===== config.mk =====
export PLATFORM = sky130hd
export DESIGN_NAME = instr_sequencer_flat
export DESIGN_NICKNAME = d
export VERILOG_FILES = /design/src/rtl/instr_sequencer_pkg.sv /design/src/rtl/instr_sequencer_if.sv /design/src/rtl/instr_sequencer_decode.sv /design/src/rtl/instr_sequencer.sv /design/src/flat_wrapper.sv
export SDC_FILE = /design/constraint.sdc
export NUM_CORES = 1
export LEC_CHECK = 0
export ABC_AREA = 1
export CORE_ASPECT_RATIO = 0.5
export CORE_MARGIN = 8
export CORE_UTILIZATION = 47
export DETAILED_ROUTE_END_ITERATION = 16
export HOLD_SLACK_MARGIN = 0.03
export PLACE_DENSITY = 0.87
export SKIP_LAST_GASP = 1
export SLEW_MARGIN = 20
export SYNTH_ARGS = -nofsm -noshare
export SYNTH_HDL_FRONTEND = slang
export SYNTH_SLANG_ARGS = --single-unit

===== constraint.sdc =====
create_clock -name clk -period 1.5 [get_ports clk]
set_input_delay 0.375 -clock clk [delete_from_list [all_inputs] [get_ports clk]]
set_output_delay 0.375 -clock clk [all_outputs]
set_load 0.02 [all_outputs]

===== src/rtl/instr_sequencer_pkg.sv =====
//------------------------------------------------------------------------------
// Module     : instr_sequencer_pkg
// Description: Opcodes, A-source selects, FSM states and decode record
//              shared by the instruction sequencer.
// Revision   : 1.0 - initial release
//------------------------------------------------------------------------------
`default_nettype none

package instr_sequencer_pkg;

    localparam logic [3:0] OP_ADD  = 4'h5;
    localparam logic [3:0] OP_INC  = 4'h9;
    localparam logic [3:0] OP_LD   = 4'hA;
    localparam logic [3:0] OP_ST   = 4'hB;
    localparam logic [3:0] OP_NOP  = 4'hC;
    localparam logic [3:0] OP_LDI  = 4'hD;
    localparam logic [3:0] OP_RST  = 4'hE;
    localparam logic [3:0] OP_HALT = 4'hF;

    localparam logic [2:0] ACC_HOLD = 3'd0;
    localparam logic [2:0] ACC_IMM  = 3'd1;
    localparam logic [2:0] ACC_INC  = 3'd2;
    localparam logic [2:0] ACC_ADD  = 3'd3;
    localparam logic [2:0] ACC_REG  = 3'd4;

    typedef enum logic [2:0] {
        ST_IDLE   = 3'd0,
        ST_FETCH  = 3'd1,
        ST_DECODE = 3'd2,
        ST_EXEC   = 3'd3,
        ST_HALT   = 3'd4
    } state_t;

    typedef struct packed {
        logic [2:0] acc_sel;
        logic       acc_we_en;
        logic       reg_we_en;
        logic       is_rst;
        logic       is_halt;
        logic       illegal;
    } dec_t;

endpackage

`default_nettype wire


===== src/rtl/instr_sequencer_if.sv =====
//------------------------------------------------------------------------------
// Module     : instr_sequencer_if
// Description: ROM fetch and A/R datapath control bundle of the sequencer.
// Revision   : 1.0 - initial release
//------------------------------------------------------------------------------
`default_nettype none

interface instr_sequencer_if #(
    parameter int INSTR_WIDTH = 12,
    parameter int ADDR_WIDTH  = 4,
    parameter int IMM_WIDTH   = 4
);
    logic [ADDR_WIDTH-1:0]  rom_addr;
    logic [INSTR_WIDTH-1:0] rom_data;
    logic                   dp_ready;
    logic [2:0]             acc_sel;
    logic                   acc_we;
    logic                   reg_we;
    logic [IMM_WIDTH-1:0]   imm;
    logic                   halted;
    logic                   illegal;

    modport master (
        output rom_addr, acc_sel, acc_we, reg_we, imm, halted, illegal,
        input  rom_data, dp_ready
    );

    modport slave (
        input  rom_addr, acc_sel, acc_we, reg_we, imm, halted, illegal,
        output rom_data, dp_ready
    );
endinterface

`default_nettype wire


===== src/rtl/instr_sequencer_decode.sv =====
//------------------------------------------------------------------------------
// Module     : instr_decode
// Description: Combinational opcode decoder for the instruction sequencer.
// Revision   : 1.0 - initial release
//------------------------------------------------------------------------------
`default_nettype none

module instr_decode
    import instr_sequencer_pkg::*;
(
    input  wire logic [3:0] i_opcode,
    output dec_t            o_dec
);

    always_comb begin
        o_dec = '0;
        case (i_opcode)
            OP_ADD:  begin o_dec.acc_sel = ACC_ADD; o_dec.acc_we_en = 1'b1; end
            OP_INC:  begin o_dec.acc_sel = ACC_INC; o_dec.acc_we_en = 1'b1; end
            OP_LD:   begin o_dec.acc_sel = ACC_REG; o_dec.acc_we_en = 1'b1; end
            OP_ST:   o_dec.reg_we_en = 1'b1;
            OP_NOP:  ;
            OP_LDI:  begin o_dec.acc_sel = ACC_IMM; o_dec.acc_we_en = 1'b1; end
            OP_RST:  o_dec.is_rst  = 1'b1;
            OP_HALT: o_dec.is_halt = 1'b1;
            // Undefined opcodes behave as NOP but are flagged.
            default: o_dec.illegal = 1'b1;
        endcase
    end

endmodule

`default_nettype wire


===== src/rtl/instr_sequencer.sv =====
//------------------------------------------------------------------------------
// Module     : instr_sequencer
// Description: Fetch/decode/execute controller for the 16x12 program ROM and
//              the A/R datapath, with free-run, single-step and halt.
// Revision   : 1.0 - initial release
//------------------------------------------------------------------------------
`default_nettype none

module instr_sequencer
    import instr_sequencer_pkg::*;
#(
    parameter int INSTR_WIDTH = 12,
    parameter int ADDR_WIDTH  = 4,
    parameter int OPC_WIDTH   = 4,
    parameter int IMM_WIDTH   = 4
)(
    input  wire logic          clk,
    input  wire logic          rst_n,
    input  wire logic          run,
    input  wire logic          step,
    instr_sequencer_if.master  bus
);

    localparam logic [INSTR_WIDTH-1:0] c_IR_RESET =
        {OP_NOP, {(INSTR_WIDTH-OPC_WIDTH){1'b0}}};

    state_t                 state_q, state_d;
    logic [ADDR_WIDTH-1:0]  pc_q, pc_d;
    logic [INSTR_WIDTH-1:0] ir_q, ir_d;
    logic                   step_mode_q, step_mode_d;
    logic [2:0]             acc_sel_q, acc_sel_d;
    logic [IMM_WIDTH-1:0]   imm_q, imm_d;
    logic                   halted_q, halted_d;
    logic                   illegal_q, illegal_d;

    dec_t dec;
    logic w_commit;
    logic w_unused_ir;

    instr_decode u_decode (
        .i_opcode (ir_q[INSTR_WIDTH-1 -: OPC_WIDTH]),
        .o_dec    (dec)
    );

    assign w_unused_ir = ^ir_q[INSTR_WIDTH-OPC_WIDTH-IMM_WIDTH-1:0];
    assign w_commit    = (state_q == ST_EXEC) && bus.dp_ready;

    always_comb begin
        state_d     = state_q;
        pc_d        = pc_q;
        ir_d        = ir_q;
        step_mode_d = step_mode_q;
        acc_sel_d   = acc_sel_q;
        imm_d       = imm_q;
        halted_d    = halted_q;
        illegal_d   = 1'b0;
        case (state_q)
            ST_IDLE: begin
                // RUN wins when both are requested together.
                if (run || step) begin
                    state_d     = ST_FETCH;
                    step_mode_d = !run;
                end
            end
            ST_FETCH: begin
                ir_d    = bus.rom_data;
                pc_d    = pc_q + ADDR_WIDTH'(1);
                state_d = ST_DECODE;
            end
            ST_DECODE: begin
                acc_sel_d = dec.acc_sel;
                imm_d     = ir_q[INSTR_WIDTH-OPC_WIDTH-1 -: IMM_WIDTH];
                state_d   = ST_EXEC;
            end
            ST_EXEC: begin
                if (bus.dp_ready) begin
                    acc_sel_d = ACC_HOLD;
                    imm_d     = '0;
                    illegal_d = dec.illegal;
                    if (dec.is_rst)
                        pc_d = '0;
                    if (dec.is_halt) begin
                        state_d  = ST_HALT;
                        halted_d = 1'b1;
                    end else if (run && !step_mode_q) begin
                        state_d = ST_FETCH;
                    end else begin
                        state_d = ST_IDLE;
                    end
                end
            end
            ST_HALT: ;
            default: state_d = ST_IDLE;
        endcase
    end

    always_ff @(posedge clk or negedge rst_n) begin
        if (!rst_n) begin
            state_q     <= ST_IDLE;
            pc_q        <= '0;
            ir_q        <= c_IR_RESET;
            step_mode_q <= 1'b0;
            acc_sel_q   <= ACC_HOLD;
            imm_q       <= '0;
            halted_q    <= 1'b0;
            illegal_q   <= 1'b0;
        end else begin
            state_q     <= state_d;
            pc_q        <= pc_d;
            ir_q        <= ir_d;
            step_mode_q <= step_mode_d;
            acc_sel_q   <= acc_sel_d;
            imm_q       <= imm_d;
            halted_q    <= halted_d;
            illegal_q   <= illegal_d;
        end
    end

    // Strobes are combinational so each lasts exactly the committing cycle.
    assign bus.rom_addr = pc_q;
    assign bus.acc_sel  = acc_sel_q;
    assign bus.imm      = imm_q;
    assign bus.acc_we   = w_commit && dec.acc_we_en;
    assign bus.reg_we   = w_commit && dec.reg_we_en;
    assign bus.halted   = halted_q;
    assign bus.illegal  = illegal_q;

endmodule

`default_nettype wire


===== src/flat_wrapper.sv =====
// flat-port wrapper written by rule: the top's interface ports become plain ports
module instr_sequencer_flat import instr_sequencer_pkg::*;
#(
    parameter int INSTR_WIDTH = 12,
    parameter int ADDR_WIDTH  = 4,
    parameter int OPC_WIDTH   = 4,
    parameter int IMM_WIDTH   = 4
)
  (clk, rst_n, run, step, bus_rom_addr, bus_acc_sel, bus_acc_we, bus_reg_we, bus_imm, bus_halted, bus_illegal, bus_rom_data, bus_dp_ready);
  instr_sequencer_if #(.INSTR_WIDTH(INSTR_WIDTH), .ADDR_WIDTH(ADDR_WIDTH), .IMM_WIDTH(IMM_WIDTH)) bus_i ();
  input  wire logic clk;
  input  wire logic rst_n;
  input  wire logic run;
  input  wire logic step;
  output wire logic [$bits(bus_i.rom_addr)-1:0] bus_rom_addr;
  output wire logic [$bits(bus_i.acc_sel)-1:0] bus_acc_sel;
  output wire logic [$bits(bus_i.acc_we)-1:0] bus_acc_we;
  output wire logic [$bits(bus_i.reg_we)-1:0] bus_reg_we;
  output wire logic [$bits(bus_i.imm)-1:0] bus_imm;
  output wire logic [$bits(bus_i.halted)-1:0] bus_halted;
  output wire logic [$bits(bus_i.illegal)-1:0] bus_illegal;
  input wire logic [$bits(bus_i.rom_data)-1:0] bus_rom_data;
  input wire logic [$bits(bus_i.dp_ready)-1:0] bus_dp_ready;
  assign bus_rom_addr = bus_i.rom_addr;
  assign bus_acc_sel = bus_i.acc_sel;
  assign bus_acc_we = bus_i.acc_we;
  assign bus_reg_we = bus_i.reg_we;
  assign bus_imm = bus_i.imm;
  assign bus_halted = bus_i.halted;
  assign bus_illegal = bus_i.illegal;
  assign bus_i.rom_data = bus_rom_data;
  assign bus_i.dp_ready = bus_dp_ready;
  instr_sequencer #(.INSTR_WIDTH(INSTR_WIDTH), .ADDR_WIDTH(ADDR_WIDTH), .OPC_WIDTH(OPC_WIDTH), .IMM_WIDTH(IMM_WIDTH)) u_core (.clk(clk), .rst_n(rst_n), .run(run), .step(step), .bus(bus_i));
endmodule

Yosys cells after proc, flatten, opt, wreduce, memory -nomap -nowiden

Index checks and enable logic that the tools add are counted.

Bits in registers: 29
Bits of input ports: 17
Output and inout port bits: 15
Word-level logic and storage cells: 60

$add $sub $neg: 1
Equal/unequal tests: 15
Muxes and demuxes: 19
Bitwise logic cells: 1
Reduce and logical (&&, ||, !) cells: 16

Operators by type and width:

| operator                                                        | count |
|---|---|
| 4-bit == test, second input constant                            | 7 |
| 4-bit case mux with 2 select lines                              | 2 |
| 4-bit case mux with 4 select lines                              | 1 |
| 3-bit case mux with 5 select lines                              | 1 |
| 3-bit 2-to-1 mux                                                | 4 |
| 4-bit 2-to-1 mux                                                | 3 |
| 3-bit AND reduction                                             | 3 |
| 8-bit OR reduction                                              | 1 |
| 1-bit 2-to-1 mux                                                | 7 |
| 3-bit by 2-bit == test with 1-bit output, second input constant | 2 |
| 3-bit case mux with 2 select lines                              | 1 |
| 4-bit by 1-bit adder with 4-bit output, second input constant   | 1 |
| 4-bit by 3-bit == test with 1-bit output, second input constant | 1 |
| 1-bit logical AND                                               | 4 |
| 2-bit by 1-bit != test with 1-bit output, second input constant | 2 |
| 2-bit AND reduction                                             | 2 |
| 2-bit nonzero test                                              | 2 |
| 3-bit by 1-bit == test with 1-bit output, second input constant | 1 |
| 3-bit == test, second input constant                            | 1 |
| 3-bit zero test                                                 | 1 |
| 1-bit zero test                                                 | 2 |
| 2-bit != test, second input constant                            | 1 |
| 1-bit logical OR                                                | 1 |
| 1-bit NOT                                                       | 1 |

Logic depth before layout (Yosys ltp)

Gate-level depths: netlist (run 1).

Word-level depth: 6
Mapped depth: 7
Gate-level depth less buffers: 7

Cells and area by module

From an unflattened synthesis (run 1), not the netlist that was laid out.

Cells, all modules: 159
Area total of the unflattened synthesis: 1,202.4 µm²

Modules (own cells, without submodules):

| module          | instances | cells each | area an instance (µm²) | seq. area each (µm²) |
|---|---|---|---|---|
| instr_sequencer | 1         | 133        | 1,101.1                | 628.1 |
| instr_decode    | 1         | 26         | 101.3                  | 0.0 |

Worst setup path after synthesis (run 1)

Ideal clock, no wire load.

Kind: reg-to-output
From: reg u_core.state_q[1]
To: out bus_acc_we
Arrival time: 1,200 ps
Required time: 1,125 ps
Setup slack: -75 ps
Cell stages (with the launch flop): 7
Buffers on the path: 0
Path through: dfrtp_1 nand2_1 nor2_1 inv_1 nor2_2 inv_1 a21oi_1

Word-level cells in the longest chain between the ends: 3

RTL lines:

| element                                  | RTL line               | text |
|---|---|---|
| from (decl)                              | instr_sequencer.sv:27  | `state_t state_q, state_d;` |
| from (signal assigned)                   | instr_sequencer.sv:108 | `state_q <= state_d;` |
| 3-bit by 2-bit == test with 1-bit output | instr_sequencer.sv:46  | `assign w_commit = (state_q == ST_EXEC) && bus.dp_ready;` |
| 1-bit logical AND                        | instr_sequencer.sv:46  |  |
| 1-bit logical AND                        | instr_sequencer.sv:123 | `assign bus.acc_we = w_commit && dec.acc_we_en;` |
| to (decl)                                | flat_wrapper.sv:17     | `output wire logic [$bits(bus_i.acc_we)-1:0] bus_acc_we;` |

No other way between the ends.

Worst setup path after layout (run 1)

From: reg u_core.state_q[1]
To: out bus_reg_we

Word-level cells in the longest chain between the ends: 3

RTL lines:

| element                                  | RTL line               | text |
|---|---|---|
| 3-bit by 2-bit == test with 1-bit output | instr_sequencer.sv:46  |  |
| 1-bit logical AND                        | instr_sequencer.sv:46  |  |
| 1-bit logical AND                        | instr_sequencer.sv:124 | `assign bus.reg_we = w_commit && dec.reg_we_en;` |
| to (decl)                                | flat_wrapper.sv:18     | `output wire logic [$bits(bus_i.reg_we)-1:0] bus_reg_we;` |

No other way between the ends.

==> results of run 1 <==
[Yosys cell counts (all sizes together)]
cell type / count
nand2: 32
dfrtp: 23
nor2: 20
inv: 19
a21oi: 11
o21ai: 11
nand3: 10
buf: 3
dfstp: 2
nand4: 2
nor3: 2
o211ai: 2
ha: 1
or2: 1
xor2: 1
[metrics by stage]
stage / hold slack (ps) / worst slack [ps]
after global routing: 445.2 / -356.2
after detailed placement: 465.8 / -747.8
after floorplan: 79.41 / 23.78
after global placement: 448.4 / -740.7
after CTS: 443.6 / -237.9
final: 437.7 / -278.8
[worst paths after layout]
| path | startpoint | end | slack (ps) | cells after the start |
|---|---|---|---|---|
| hold reg to reg | u_core.bus.imm[2] | u_core.bus.imm[2] | 500 | 2 |
| setup reg to reg | u_core.state_q[0] | u_core.bus.acc_sel[0] | -10 | 6 |
| max in group asynchronous | rst_n | u_core.ir_q[10] | 840 | 2 |
| min in group clk | u_core.bus.imm[2] | u_core.bus.imm[2] | 500 | 2 |
| setup / recovery | u_core.state_q[1] | bus_reg_we | -280 | 7 |
| hold / removal | rst_n | u_core.state_q[2] | 440 | 2 |
[layout make-up]
cell class / count / area (sq um) / area share [%]
clock buffer: 3 / 41.29 / 2.308
clock inverter: 1 / 5.005 / 0.2797
inverter: 19 / 73.82 / 4.126
multi-input combinational: 93 / 519.2 / 29.02
sequential: 25 / 628.1 / 35.10
tap: 37 / 46.29 / 2.587
timing repair buffer: 53 / 475.5 / 26.57
[registers in the layout (all words and copies together) (netlist names)]
signal	flops
u_core.step_mode_q	1
u_core.bus.imm	4
u_core.ir_q	8
u_core.state_q	3
u_core.bus.rom_addr	4
u_core.bus.illegal	1
u_core.bus.acc_sel	3
u_core.bus.halted	1
[what timing repair did]
action	CTS	global route
setup endpoints to repair	15	7
pin swaps	5	4
resized for setup	32	7
buffers inserted	1	3
[report_power, final]
part	switching [mW]	internal, mW	leakage, nW	total (mW)
combinational	1.24	0.932	0.588	2.17
clock	0.224	0.186	0.0255	0.410
sequential	0.165	0.985	0.302	1.15
total	1.63	2.10	0.916	3.73
[logic make-up (layout without fill, tap and decap cells)]
family / after synthesis / after routing / share of synthesized area (%)
AO/OA/AOI/OAI: 24 / 24 / 12.95
XOR/XNOR: 1 / 1 / 0.7137
AND/OR/NAND/NOR: 67 / 67 / 24.57
adder cells (fa/ha/maj): 1 / 1 / 1.019
flip-flops: 25 / 25 / 51.17
buffers and inverters: 22 / 76 / 9.581
[worst max-delay path: cells and delay by family (launching register included)]
family	cells	cell delay (ps)
buf+inv	3	260
flops	1	380
simple gates	4	500
[per-layer routing]
metal,vias to the layer above,share of wire [%]
met5,-,0
met4,0,2.9
met3,15,3.9
met2,46,53
met1,558,41
li1,558,-
==> results.md, run 1 <==
* Status: finished with violations
* Failing checks: negative setup slack
* Global Route Usage Sum at around 14%
* Total chip power at approximately 3.7 mW
* Rows at 13
* Fillers at 173
* WL/cell at about 14 um
* Final RePlAce weighted congestion at between 0.9 and 1
* Most Frequent Cell on Critical Path: nor2_4
* Leak at 0.9158 nW
* Largest net degree at the start of global routing at 26
* Starting Density at 48.37%
* Clk_skew at 4.776 ps
* Max Transition Viols Final at 0
* Yosys warning count at 0
* Highest-count cells in the layout ignoring fill and taps: nand2_1, buf_4, dfrtp_1, inv_1, dlygate4sd2_1
* # setup viols final at 3
* Least-Margin Pin Slew at 577.8 ps
* CTS root buf: clkbuf_8
* Post-route cell area at 1789 sq um
* Via density at 5.095
* Synthesis-to-finish area growth at 45.77%
* Critical path required time at ~1100 ps
* CTS tree: built
* DRC violation count after routing at 0
* Setup TNS Final at -552.9 ps
* Share of cells above drive strength 1 at about 34%
* Post-CTS Hold Buffers at 0
* Dpl hpwl at 2.169 mm
* Synth Cell Area at 1227 sq um
* Post-layout nets at roughly 210
* Finished Core Util at 70.51%
* Vias in the first global route at 1133
* Die H at 52.14 um
* Startpoint Class: register
* Largest cells by area after synthesis: dfrtp_1, nand2_1, a21oi_2, inv_1, dfstp_2
* Clk Latency, worst-skew pair at 280 ps
* Placed Cells at 223
* CP max-delay cell: dfrtp_1
* Maximum VDD drop at 1.202 mV
* Global Route met1 Usage at 15.45%
* Max cap viols at 0
* Area of the core at 2537 sq um
* # diodes at 0
* RSZ-0062 raised after global routing: true
* Yosys top cell area share at about 47%
* Hold crit path type: in -> async
* Starting DRT DRC Count at 76
* Clock buffer depth at 2
* Clk pin slew, worst setup/hold paths at 90 ps
* Die area at 4602 sq um
* Fin crit share at 118.6%
* First-pass GRT wire length at 5.057 mm
* Vias at 1177
* IO Count at 32
* Worst-path cell chain: nand2_2 -> nor2_4 -> inv_2 -> nor2_4 -> inv_4 -> nor3_4 -> buf_6
* Port bufs at 27
* Pwr per Cell Area at ~2100 nW/um^2
* Initial antenna violation count at 0
* Worst slew margin at 61.31%
* Placed inst area at roughly 1700 sq um
* H-tree depth at 1
* Seq/Total Area, Yosys at 51.17%
* Final WL at between 3 and 4 mm
* Largest area contributor in the netlist: dfrtp_1
* Drt pass-1 iters at 5
* Post-Synthesis Cells at 140
* Data arrival time of the critical path at roughly 1400 ps
* CP max FO at 3
* Critical Path Sink Type: primary output
* Num Clock Sinks at 25
* GR peak layer: met2
* GRT met2 Usage at 27.18%
* Die Wd at 88.27 um
* CP max stage delay at 380 ps
* Syn_nets at 158
* Final hold viol count at 0
* Antenna Nets Post-Route at 0
* Congestion Overflow GR at 0
* Commonest non-fill, non-tap cell in the layout: nand2_1
* Final worst slack at -278.8 ps
* CTS buffer count at 3
* Min Tclk post-route at about 1800 ps
* Syn avg cell area at 8.767 sq um
* Post-synthesis cell type count at 23
* FF+latch count, synth at 25
* Fin cells at roughly 230
* Max Fclk at about 560 MHz
* Met3 Track Usage GR at approximately 3.3%
* Critical path class: reg -> out
(Power assumes the default switching activity.)
==> inputs of run 2 (changes only) <==
- CORE_ASPECT_RATIO: 0.5 -> unset
==> results.md, run 2 (same netlist as run 1, synthesis figures left out) <==
* Status: finished with violations
* Failing checks: negative setup slack
* Die Wd at 67.11 um (-24%)
* Clk_skew at 12.32 ps (+7.546 ps)
* Placed Cells at 213 (-4.5%)
* R2R depth at 6 (unchanged)
* Port bufs at 27 (unchanged)
* Highest-count cells in the layout ignoring fill and taps: nand2_1, buf_4, dfrtp_1, inv_1
* Congestion Overflow GR at 0 (unchanged)
* Placement Setup Slack at -742.8 ps (+5.056 ps)
* Crit Reg-Reg Endpoint: u_core.ir_q[5]
* Critical path required time at 1120 ps (about the same)
* Multi-input gate area at 516.7 sq um (-0.48%)
* Top reg by flops: u_core.ir_q
* Post-layout nets at 214 (+0.47%)
* Final RePlAce weighted congestion at 0.8871 (-3.7%)
* Most Frequent Cell on Critical Path: buf_4
* Num Clock Sinks at 25 (unchanged)
* Finished Core Util at 70.81% (+0.30 points)
* Final worst slack at -336.5 ps (-57.70 ps)
* Min Tclk post-route at 1837 ps (+57.70 ps)
* Starting Density at 49.55% (+1.2 points)
* Startpoint Class: register
* Combinational share of power at 59.7% (+1.5 points)
* Area of the core at 2477 sq um (-2.4%)
* CTS buffer count at 3 (unchanged)
* Share of cells above drive strength 1 at 33.33% (-0.17 points)
* IO Count at 32 (unchanged)
* Drt pass-1 iters at 4 (-1)
* CP max-delay cell: dfstp_2
* WL/cell at 13.87 um (-3.2%)
* Initial antenna violation count at 0 (unchanged)
* Fin crit share at 122.4% (+3.8 points)
* Dpl hpwl at 2.219 mm (+2.3%)
* Number of flip-flops in the largest register at 8 (unchanged)
* Reg area at 628.1 sq um (unchanged)
* Final WL at 3.121 mm (-5.7%)
* Synthesis-to-finish area growth at 42.92%
* First-pass GRT wire length at 5.264 mm (+4.1%)
* H-tree depth at 1 (unchanged)
* CTS tree: built
* Critical path class: reg -> out
* Clock buffer depth at 2 (unchanged)
* CTS root buf: clkbuf_4
* Antenna Nets Post-Route at 0 (unchanged)
* Maximum VDD drop at 1.256 mV (+4.5%)
* Max Fclk at 544.5 MHz (-3.1%)
* Reg2reg setup slack at 100 ps (+110 ps)
* Vias in the first global route at 1213 (+7.1%)
* R2R Path Start: u_core.state_q[1]
* Die area at 4503 sq um (-2.1%)
* Via density at 5.062 (-0.65%)
* # setup viols final at 2 (-1)
* Fin cells at 225 (-2.6%)
* Internal at 2.015 mW (-4.2%)
* Sw frac at 44.01% (+0.32 points)
* Clk pin slew, worst setup/hold paths at 150 ps (+60 ps)
* Sw Pwr at 1.584 mW (-2.9%)
* Clk Latency, worst-skew pair at 330 ps (+50 ps)
* Least-Margin Pin Slew at 359.8 ps (-218.0 ps)
* Largest net degree at the start of global routing at 26 (unchanged)
* Setup TNS Final at -629.3 ps (-76.46 ps)
* Max cap viols at 0 (unchanged)
* Worst slew margin at 75.94% (+15 points)
* Fillers at 214 (+24%)
* Critical Path Sink Type: primary output
* # diodes at 0 (unchanged)
* Commonest non-fill, non-tap cell in the layout: nand2_1
* RSZ-0062 raised after global routing: true
* Leak at 0.8983 nW (-1.9%)
* Worst-path cell chain: inv_2 -> buf_4 -> nand4_1 -> a21oi_2 -> buf_4
* Rows at 18 (+5)
* CP max FO at 3 (unchanged)
* Vias at 1139 (-3.2%)
* Hold crit path type: in -> async
* Max Transition Viols Final at 0 (unchanged)
* CP max stage delay at 570 ps (+190 ps)
* Flop pwr share at 31.5% (+0.7 points)
* Data arrival time of the critical path at 1460 ps (+60 ps)
* Pwr per Cell Area at 2052 nW/um^2 (-1.7%)
* Die H at 67.11 um (+29%)
* Starting DRT DRC Count at 50 (-34%)
* Global Route Usage Sum at 14.94% (+0.65 points)
* Clk pwr share at 8.8% (-2.2 points)
* Final hold viol count at 0 (unchanged)
* DRC violation count after routing at 0 (unchanged)
-- run 2: cell type report --
cell class              count  area share (%)
clock inverters             1          0.2853
clock buffers               3           1.284
repair buffers             54           26.96
flip-flops and latches     25           35.81
multi-input cells          93           29.46
inverters                  19           4.066
well taps                  30           2.140
-- run 2: through the flow --
step | area [sq um] | power, mW | hold slack [ps]
4_1_cts | 1700 | 3.456 | 379.1
3_5_place_dp | 1654 | 3.166 | 457.7
5_1_grt | 1754 | 3.895 | 364.0
3_3_place_gp | 1654 | 3.063 | 444.7
6_report | 1754 | 3.600 | 375.1
2_1_floorplan | 1237 | 2.388 | 79.41
-- run 2: repair_timing --
item,CTS,global route
setup buffers,3,5
setup endpoints to repair,15,10
endpoints found under the hold margin,0,0
hold buffers,0,0
pin swaps,3,3
resized for setup,30,7
-- run 2: critical path: cells and delay by family (launching register included) --
kind / cells / cell delay, ps
AOI/OAI and AO/OA: 1 / 80
DFF: 1 / 570
and+or+nand+nor: 1 / 110
buffers and inverters: 3 / 360
-- run 2: how the worst max path moves through the flow --
stage | startpoint | end | slack (ps)
final | u_core.ir_q[10] | bus_acc_we | -340
after CTS | u_core.ir_q[10] | bus_acc_we | -310
after floorplan | u_core.state_q[1] | bus_acc_we | 20
after detailed placement | bus_dp_ready | bus_acc_we | -740
after global routing | u_core.ir_q[10] | bus_acc_we | -410
after global placement | bus_dp_ready | bus_acc_we | -730
-- run 2: power groups by stage --
stage / sequential [mW] / combinational, mW / clock (mW)
2_1_floorplan: 1.33 / 1.05 / 0
3_3_place_gp: 1.13 / 1.93 / 0
3_5_place_dp: 1.15 / 2.01 / 0
4_1_cts: 1.13 / 2.00 / 0.322
5_1_grt: 1.17 / 2.37 / 0.358
6_report: 1.13 / 2.15 / 0.317
-- run 2: metal layers --
| layer | GRT usage, % | part of all wire, % |
|---|---|---|
| met1 | 15.98 | 42 |
| met2 | 26.88 | 51 |
| met3 | 4.530 | 5.9 |
| met4 | 5.744 | 0.87 |
| met5 | 0 | 0 |
==> inputs of run 3 (changes only) <==
- CELL_PAD_IN_SITES_DETAIL_PLACEMENT: unset -> 1
- CELL_PAD_IN_SITES_GLOBAL_PLACEMENT: unset -> 1
- CORE_UTILIZATION: 47 -> 35
==> results.md, run 3 (same netlist as run 1, synthesis figures left out) <==
* CP max stage delay at 410 ps (-160 ps)
* Rows at 21 (+3)
* Final WL at 3.615 mm (+16%)
* WL/cell at 15.00 um (+8.1%)
* Max Fclk at 552.3 MHz (+1.4%)
* Die Wd at 75.22 um (+12%)
* Clock buffer depth at 2 (unchanged)
* Final hold viol count at 0 (unchanged)
* Failing checks: negative setup slack
* Finished Core Util at 52.90% (-18 points)
* IO Count at 32 (unchanged)
* Startpoint Class: register
* Fin crit share at 120.7% (-1.7 points)
* Post-CTS Hold Buffers at 0 (unchanged)
* H-tree depth at 1 (unchanged)
* # diodes at 0 (unchanged)
* CTS buffer count at 3 (unchanged)
* Status: finished with violations
* CP max-delay cell: dfrtp_1
* Clk Latency, worst-skew pair at 320 ps (about the same)
* Dpl hpwl at 2.709 mm (+22%)
* Fin cells at 241 (+7.1%)
* Die area at 5658 sq um (+26%)
* Num Clock Sinks at 25 (unchanged)
* CTS tree: built
* CTS root buf: clkbuf_4
* Port bufs at 27 (unchanged)
* First-pass GRT wire length at 6.099 mm (+16%)
* Share of cells above drive strength 1 at 33.85% (+0.51 points)
* Pwr per Cell Area at 2067 nW/um^2 (+0.72%)
* Number of flip-flops in the largest register at 8 (unchanged)
* Total chip power at 3.677 mW (+2.2%)
* Clk pin slew, worst setup/hold paths at 140 ps (about the same)
* # setup viols final at 2 (unchanged)
* Data arrival time of the critical path at 1440 ps (-20 ps)
* Vias in the first global route at 1361 (+12%)
* Initial antenna violation count at 0 (unchanged)
* Hold crit path type: in -> async
* Post-layout nets at 214 (unchanged)
* Worst-path cell chain: inv_1 -> nand2_2 -> nor2_2 -> nor2_1 -> a21oi_2 -> buf_6
* Final worst slack at -310.7 ps (+25.82 ps)
* Worst slew margin at 76.11% (+0.16 points)
* Placed inst area at 1682 sq um (+1.7%)
* Final RePlAce weighted congestion at 0.8319 (-6.2%)
* Starting Density at 36.50% (-13 points)
* Starting DRT DRC Count at 41 (-18%)
* Largest net degree at the start of global routing at 24 (-7.7%)
* Synthesis-to-finish area growth at 44.95%
* Min Tclk post-route at 1811 ps (-25.82 ps)
* Via density at 4.780 (-5.6%)
* Commonest non-fill, non-tap cell in the layout: nand2_1
* Max cap viols at 0 (unchanged)
* Leak at 0.8932 nW (-0.57%)
* Clk_skew at 7.429 ps (-4.894 ps)
* Critical path required time at 1120 ps (about the same)
* Drt pass-1 iters at 4 (unchanged)
* Post-route cell area at 1779 sq um (+1.4%)
* Congestion Overflow GR at 0 (unchanged)
* Antenna Nets Post-Route at 0 (unchanged)
* RSZ-0062 raised after global routing: true
* Global Route Usage Sum at 14.41% (-0.53 points)
* Highest-count cells in the layout ignoring fill and taps: nand2_1, buf_4, dfrtp_1, inv_1, clkdlybuf4s50_1
* Vias at 1152 (+1.1%)
* Area of the core at 3363 sq um (+36%)
* Least-Margin Pin Slew at 357.4 ps (-2.458 ps)
* Top reg by flops: u_core.ir_q
* Die H at 75.22 um (+12%)
* Max Transition Viols Final at 0 (unchanged)
* CP max FO at 2 (-1)
* Critical Path Sink Type: primary output
* Maximum VDD drop at 1.162 mV (-7.5%)
* DRC violation count after routing at 0 (unchanged)
* Critical path class: reg -> out
* Min Hold Slack at 291.8 ps (-83.37 ps)
* Placed Cells at 230 (+8.0%)
[run 3: cell types whose count changed in the layout (fill, tap and decap cells not counted), sizes merged]
cell           before  now
dlygate4sd2        12   11
clkinvlp            0    1
clkdlybuf4s15       1    2
clkinv              1    0
[run 3: final timing paths]
kind	cells after the start	slack, ps	from	to
max	6	-310	u_core.ir_q[9]	bus_acc_we
min	1	290	rst_n	u_core.bus.imm[3]
max reg2reg	7	90	u_core.state_q[2]	u_core.bus.rom_addr[0]
min reg2reg	2	510	u_core.bus.acc_sel[2]	u_core.bus.acc_sel[2]
max in group asynchronous	2	750	rst_n	u_core.bus.rom_addr[3]
min in group clk	2	510	u_core.bus.acc_sel[2]	u_core.bus.acc_sel[2]
[run 3: metrics by stage]
step	setup WS, ps	TNS (ps)
2_1_floorplan	23.78	0
6_report	-310.7	-607.0
3_3_place_gp	-751.7	-2933
5_1_grt	-381.8	-749.6
4_1_cts	-312.3	-620.9
3_5_place_dp	-770.7	-3856
[run 3: area by class of cell]
cell class | instances | area (sq um)
tap | 46 | 57.56
multi-input combinational | 93 | 514.2
sequential | 25 | 628.1
clock buffer | 3 | 22.52
timing repair buffer | 54 | 478.0
fill | 427 | 1584
inverter | 19 | 71.32
clock inverter | 1 | 7.507
[run 3: power breakdown]
group	switching (mW)	internal (mW)	leakage, nW
Sequential	0.164	0.983	0.302
Combinational	1.27	0.940	0.577
Clock	0.215	0.102	0.0139
[run 3: worst max-delay path: cells and delay by family, from the launching register on]
family	cells	cell delay (ps)
flip-flops	1	410
buffers and inverters	2	260
AO/OA/AOI/OAI	1	150
AND/OR/NAND/NOR	3	300
[run 3: layer usage]
| layer | part of all wire [%] | up-vias | GRT usage [%] | wire (um) |
|---|---|---|---|---|
| li1 | - | 557 | - | - |
| met1 | 40 | 570 | 15.31 | 1460 |
| met2 | 55 | 21 | 26.39 | 1983 |
| met3 | 3.7 | 4 | 2.796 | 135 |
| met4 | 0.94 | 0 | 7.036 | 34 |
| met5 | 0 | - | 0 | 0 |
[run 3: timing repair]
item | CTS | global route
setup buffers | 5 | 2
resized for setup | 34 | 5
pin swaps | 6 | 3
setup endpoints to repair | 16 | 8
